<file path="src/rtl/fifo_mem.sv">
// -----------------------------------------------------------------------------
// fifo_mem
// Single-clock synchronous FIFO with show-ahead (first-word-fall-through) read
// data. The head word is presented combinationally on data_out whenever the
// FIFO is not empty, so a read strobe consumes the word already visible.
//
// Ports:
//   clk_in        : clock, all state changes on the rising edge
//   areset_b      : synchronous reset, active HIGH despite the name (1 = reset)
//   trans_write   : push data_in on this edge
//   trans_read    : pop the head word on this edge
//   data_in       : write data
//   data_out      : head-of-FIFO word, 0 while empty
//   full_ind      : occupancy == OSTD_NUM
//   empty_ind     : occupancy == 0
//   overflow_ind  : one-cycle pulse after a write dropped because FIFO was full
//   underflow_ind : one-cycle pulse after a read attempted while empty
//   threshold_ind : occupancy >= THRESHOLD_VALUE
// -----------------------------------------------------------------------------
module fifo_mem #(
    parameter int unsigned DATA_WIDTH      = 16,
    parameter int unsigned OSTD_NUM        = 16,
    parameter int unsigned THRESHOLD_VALUE = OSTD_NUM / 2
) (
    input  logic                  clk_in,
    input  logic                  areset_b,
    input  logic                  trans_write,
    input  logic                  trans_read,
    input  logic [DATA_WIDTH-1:0] data_in,
    output logic [DATA_WIDTH-1:0] data_out,
    output logic                  full_ind,
    output logic                  empty_ind,
    output logic                  overflow_ind,
    output logic                  underflow_ind,
    output logic                  threshold_ind
);

    localparam int unsigned AW = $clog2(OSTD_NUM);

    // Pointers carry one extra wrap bit so that full and empty are
    // distinguishable by a plain subtraction.
    localparam logic [AW:0] FULL_COUNT   = (AW + 1)'(OSTD_NUM);
    localparam logic [AW:0] THRESH_COUNT = (AW + 1)'(THRESHOLD_VALUE);
    localparam logic [AW:0] PTR_ONE      = (AW + 1)'(1);

    logic [DATA_WIDTH-1:0] mem [OSTD_NUM];

    logic [AW:0] wr_ptr;
    logic [AW:0] rd_ptr;
    logic [AW:0] occupancy;

    logic is_full;
    logic is_empty;
    logic rd_accept;
    logic wr_accept;

    // -------------------------------------------------------------------------
    // Occupancy and status
    // -------------------------------------------------------------------------
    always_comb begin
        occupancy = wr_ptr - rd_ptr;
        is_full   = (occupancy == FULL_COUNT);
        is_empty  = (occupancy == '0);
    end

    // A read is only honoured when something is stored. When full, an
    // accepted read frees the slot the same-cycle write lands in.
    always_comb begin
        rd_accept = trans_read && !is_empty;
        wr_accept = trans_write && (!is_full || rd_accept);
    end

    assign full_ind      = is_full;
    assign empty_ind     = is_empty;
    assign threshold_ind = (occupancy >= THRESH_COUNT);

    // Show-ahead output: zero when empty so no stale or uninitialised
    // storage ever reaches the port.
    always_comb begin
        data_out = '0;
        if (!is_empty) begin
            data_out = mem[rd_ptr[AW-1:0]];
        end
    end

    // -------------------------------------------------------------------------
    // Pointers and error pulses
    // -------------------------------------------------------------------------
    always_ff @(posedge clk_in) begin
        if (areset_b) begin
            wr_ptr        <= '0;
            rd_ptr        <= '0;
            overflow_ind  <= 1'b0;
            underflow_ind <= 1'b0;
        end else begin
            if (wr_accept) begin
                wr_ptr <= wr_ptr + PTR_ONE;
            end
            if (rd_accept) begin
                rd_ptr <= rd_ptr + PTR_ONE;
            end
            overflow_ind  <= trans_write && is_full && !rd_accept;
            underflow_ind <= trans_read && is_empty;
        end
    end

    // -------------------------------------------------------------------------
    // Storage array, deliberately not reset
    // -------------------------------------------------------------------------
    always_ff @(posedge clk_in) begin
        if (!areset_b && wr_accept) begin
            mem[wr_ptr[AW-1:0]] <= data_in;
        end
    end

endmodule

</file>
<file path="config.mk">
export PLATFORM = sky130hd
export DESIGN_NAME = fifo_mem
export DESIGN_NICKNAME = d
export VERILOG_FILES = /design/src/rtl/fifo_mem.sv
export SDC_FILE = /design/constraint.sdc
export NUM_CORES = 1
export LEC_CHECK = 0
export ABC_AREA = 0
export BUFFER_PORTS_ARGS = -buffer_cell sky130_fd_sc_hd__clkbuf_2
export CAP_MARGIN = 20
export CELL_PAD_IN_SITES_DETAIL_PLACEMENT = 1
export CELL_PAD_IN_SITES_GLOBAL_PLACEMENT = 1
export CORE_AREA = 2 2 120 238
export DETAILED_ROUTE_END_ITERATION = 12
export DIE_AREA = 0 0 122 240
export PLACE_DENSITY = 0.66
export REMOVE_ABC_BUFFERS = 1
export SLEW_MARGIN = 20
export SYNTH_ARGS = -nofsm -noshare
export SYNTH_HDL_FRONTEND = slang
export SYNTH_SLANG_ARGS = --single-unit
</file>
<file path="constraint.sdc">
create_clock -name clk_in -period 7.9 [get_ports clk_in]
set_input_delay 0.79 -clock clk_in [delete_from_list [all_inputs] [get_ports clk_in]]
set_output_delay 0.79 -clock clk_in [all_outputs]
set_load 0.02 [all_outputs]
</file>
After elaboration in Yosys (flattened, before gate mapping):

Memories as Yosys holds them, arrays and structs flattened. A register that Yosys moved wholly into a read port is not among the register bits.
Cells that the tools add are included.

* add/subtract/negate cells: 3
* equal/unequal tests: 1
* multiplexer cells: 5
* magnitude comparators: 1
* reductions and logical operators: 12

Operator list (number)
* $mux W16: 1
* $add A5 B1 Y5 const B: 2
* $mux W4: 2
* $logic_and A1 B1 Y1: 6
* $eq A5 B5 Y1 const B: 1
* $ge A5 B4 Y1 const B: 1
* $logic_not A5 Y1: 1
* $sub A5 B5 Y5: 1
* $logic_not A1 Y1: 4
* $mux W1: 2
* $logic_or A1 B1 Y1: 1

* memory bits (writable): 256
* memories: 1
* logic and storage cells: 27
* output and inout bits: 21
* bits in registers: 12

Memory list
* mem: depth 16, width 16, rd ports 1, clocked after Yosys merged registers in 1, write ports 1, RTL line 46 `logic [DATA_WIDTH-1:0] mem [OSTD_NUM];`

Longest topological paths before layout:

* depth after elaboration: 9
* depth in mapped cells: 9

Worst setup path after synthesis:

OpenSTA, ideal clock, no wires.

* path type: register to register
* from: register rd_ptr[1]
* to: memory mem[13][0], enable pin
* path slack: 5012 ps
* library setup time: 388 ps
* data required time: 7512 ps
* data arrival time: 2500 ps
* stages on the path, launching flop included: 9
* cell sequence: dfxtp_1 -> inv_1 -> ha_1 -> nor2b_4 -> o211a_4 -> or3_4 -> nand4b_4 -> nand3_1 -> nor2_1

* longest elaborated chain between the ends: 9
* elaborated cells between the ends (all ways): 11
* those cells by class: add/sub (1); eq/ne (1); mux (2); reduce/logical (7)

RTL lines
* start: declaration: RTL line 49 `logic [AW:0] rd_ptr;`
* start signal: assignment: RTL line 100 `rd_ptr <= rd_ptr + PTR_ONE;`
* $sub A5 B5 Y5 *: RTL line 61 `occupancy = wr_ptr - rd_ptr;`
* $logic_not A5 Y1: RTL line 63 `is_empty = (occupancy == '0);`
* $logic_not A1 Y1
* $logic_and A1 B1 Y1: RTL line 69 `rd_accept = trans_read && !is_empty;`
* $logic_or A1 B1 Y1 *: RTL line 70 `wr_accept = trans_write && (!is_full || rd_accept);`
* $logic_and A1 B1 Y1 *: RTL line 70
* $logic_and A1 B1 Y1 *: RTL line 111 `if (!areset_b && wr_accept) begin`
* $mux W1 *: RTL line 111
* $mux W1 (implied by the code) *: RTL line 112 `mem[wr_ptr[AW-1:0]] <= data_in;`
* end: declaration: RTL line 46

Every way passes the cells marked *; elsewhere a longest branch is shown, timed or not.

==> flow_summary.yaml <==
synth:
  netlist_instances: 494
  adder_cell_share_of_the_synthesized_area: 0.0104
  largest_family_of_logic_cells_by_synthesized_area: "multiplexers"
  syn-cell-area_um2: 10800
  compound_cell_area_share_of_the_yosys_netlist: 0.0158
  postSynth.topFlopCell: "sky130_fd_sc_hd__edfxtp_1"
  ys_seq_elements: 272
  synth-edff-count: 256
  basic_gate_share_of_the_synthesized_area_counting_and_or_nand_and_nor_cells: 0.0419
  yosysWarnings: 0
  yosysUniqueCellTypes: 45
  seq_area_frac_synth: 0.743
  post_synth_xor_area_fraction: 0.00163
  synth.mux.area_fraction: 0.172
  synth_area_per_cell_um2: 21.8
  ys_async_sr_fraction: 0
critical_path:
  slowest_stage_cell_on_the_critical_path: "sky130_fd_sc_hd__buf_4"
  cp_data_required_time_ns: 7.11
  maximum_fanout_encountered_on_the_critical_timing_path: 43
  critPathKind: "register to primary output"
  critical_path.cell_chain: "buf_4 > mux4_2 > mux4_2 > nor2b_1 > clkbuf_2"
  setup.worst_path.start_class: "register"
  worst-endpoint-arrival_ns: 3.44
  critical_path.top_delay_family: "multiplexers"
  worst_setup_path_end_kind: "primary output"
  timing.critical_path.buf_inv: 2
  cpPeakStageDelay_ns: 0.75
  cpMostUsedCell: "sky130_fd_sc_hd__mux4_2"
sta:
  period_share: 0.536
  post-route-worst-setup-slack_ns: 3.67
  timing_hold_violations_final: 0
  maxClockFrequency_ghz: 0.236
  worst_setup_skew_after_layout_ns: 0.00836
  worst_case_headroom_to_the_max_slew_limit: 0.345
  fin_setup_tns_ns: 0
  finalSetupViolCount: 0
  grt_setup_unrepaired: "no"
  post-route-min-period_ns: 4.23
  max_slew.worst_pin.slew_ns: 0.981
  final-max-slew-violation-count: 0
floorplanning:
  die-height_um: 240
  floorplan.initialDensity: 0.393
  die_area_um2: 29300
  std_cell_rows: 86
  core_area_um2: 27400
  num_io_pins: 41
  die_span_x_um: 122
place:
  port_buffers: 40
  dpl_cell_area_um2: 11500
  place.gp.congestion: 0.702
  detailedPlacementHpwl_um: 14000
  detailedPlace.worstSlack_ns: 4.11
finish:
  final_util: 0.446
  final_nets: 584
  final_common_cell: "sky130_fd_sc_hd__edfxtp_1"
  layout_common_cells: "sky130_fd_sc_hd__edfxtp_1 (256), sky130_fd_sc_hd__mux4_2 (79), sky130_fd_sc_hd__clkbuf_2 (40)"
  antenna_diode_count: 0
  final_cell_area_um2: 12200
  fill_cells: 2537
  area_growth_pct: 13.5
  post_route_cells_drive_above_1_share: 0.363
clocking:
  ctsLongestPathBuffers: 3
  clock_slew_at_the_register_clock_pins_of_the_worst_setup_and_hold_paths_ns: 0.07
  worstSkewPairLatency_ns: 0.52
  root_buffer: "sky130_fd_sc_hd__clkbuf_16"
  cts_setup_buffers: 0
  h_tree_level_count: 1
  cts_inserted_buffers: 23
  numClockSinks: 272
  postCtsHoldBufs: 0
  cts_resized: 0
  tritoncts_clock_tree: "done"
detailed_routing:
  detailedRoute.firstPassIterationCount: 4
  drt-wirelength-per-cell_um: 25.5
  drc: 0
  num_vias: 4996
  postRouteWirelength_um: 23500
  antenna_violating_nets_post_route: 0
  via_per_inst: 5.41
  drt-initial-drc-count: 320
global_route:
  pin_count_of_the_biggest_net_entering_global_routing: 65
  global_route_wire_length_before_repair_um: 35700
  via_count_of_the_first_global_routing_pass: 5561
  grt_overflow: 0
  globalRouteTotalUtil: 0.170
  antenna_found_initial: 0
pwr:
  p_per_area_nw_per_um2: 305
  leakage_nw: 3.83
  total_power_w: 0.00373
  maximum_vdd_drop_uv: 152
worst_hold_path:
  worst_min_path_class: "register to register"
run_status:
  run_status: "finished clean"
flow_run:
  max_cap_violations: 0
## synth_stat cells (2+ instances only)
cell type                  number  area, um2
sky130_fd_sc_hd__a211oi_1       2       15.0
sky130_fd_sc_hd__a21oi_1        4       20.0
sky130_fd_sc_hd__a21oi_2        2       17.5
sky130_fd_sc_hd__buf_1          4       15.0
sky130_fd_sc_hd__buf_2          3       15.0
sky130_fd_sc_hd__buf_4          6       45.0
sky130_fd_sc_hd__buf_6          4       45.0
sky130_fd_sc_hd__clkbuf_1       5       18.8
sky130_fd_sc_hd__dfxtp_1       16        320
sky130_fd_sc_hd__edfxtp_1     256       7690
sky130_fd_sc_hd__ha_1           9        113
sky130_fd_sc_hd__inv_1          6       22.5
sky130_fd_sc_hd__mux2_1         3       33.8
sky130_fd_sc_hd__mux2_2         2       22.5
sky130_fd_sc_hd__mux2i_1        2       20.0
sky130_fd_sc_hd__mux4_2        79       1780
sky130_fd_sc_hd__nand2_1        7       26.3
sky130_fd_sc_hd__nand2b_1       4       25.0
sky130_fd_sc_hd__nand3_1        3       15.0
sky130_fd_sc_hd__nand3b_1       5       37.5
sky130_fd_sc_hd__nand4_1        2       12.5
sky130_fd_sc_hd__nor2_1        24       90.1
sky130_fd_sc_hd__nor2b_1       20        125
sky130_fd_sc_hd__o21ai_0        3       15.0
sky130_fd_sc_hd__or3_1          2       12.5
sky130_fd_sc_hd__xnor2_1        2       17.5
## path summary, 6_finish.rpt
check / start / to / slack [ns] / cells past startpoint
worst min register to register: rd_ptr[4] / rd_ptr[4] / 0.53 / 2
worst max-delay path: register / data_out[10] / 3.67 / 5
worst max register to register: wr_ptr[2] / mem[1][15] / 4.65 / 8
worst min-delay path: rd_ptr[4] / rd_ptr[4] / 0.53 / 2
## stage by stage
stage | hold slack, ns | instances
6_report | 0.529 | 923
5_1_grt | 0.568 | 923
4_1_cts | 0.549 | 923
3_5_place_dp | 0.539 | 882
3_3_place_gp | 0.512 | 882
2_1_floorplan | 0.465 | 472
## state kept, by name, indices dropped and copies added (netlist names), named ones only
register / flops
mem: 256
overflow_ind: 1
underflow_ind: 1
wr_ptr: 5
rd_ptr: 5
## cell type report
type                            instances  area [um2]  share of cell area
Inverter                                6        22.5             0.00184
Clock buffer                           25         583              0.0477
Timing Repair Buffer                   58         335              0.0274
Tap cell                              352         440              0.0360
Clock inverter                         16         185              0.0151
Multi-Input combinational cell        194        2650               0.217
Sequential cell                       272        8010               0.655
## power by group
group          internal, W  leakage (nW)  switching (W)
Clock             0.000666         0.366       0.000504
Sequential         0.00161          2.44      0.0000465
Combinational     0.000413          1.02       0.000487
## metal layers
| layer | wire [um] | vias up | GRT usage |
|---|---|---|---|
| met3 | 833 | 51 | 0.0206 |
| met2 | 12900 | 106 | 0.303 |
| met5 | 0 | - | 0 |
| met1 | 8900 | 2675 | 0.204 |
| li1 | - | 2164 | - |
| met4 | 886 | 0 | 0.0742 |
## tightest hold or removal path: stages (launching register included)
cell	delay [ns]
sky130_fd_sc_hd__dfxtp_1	0.34
sky130_fd_sc_hd__o21ai_0	0.08
sky130_fd_sc_hd__a21oi_1	0.06
## cells by family (layout without fill, tap and decap cells)
family | count (synthesis) | after routing
compound gates | 20 | 20
buf+inv | 28 | 105
mux | 86 | 86
simple gates | 77 | 77
fa+ha+maj | 9 | 9
xor+xnor | 2 | 2
flops | 272 | 272
Power figures use the tool's default switching activity.
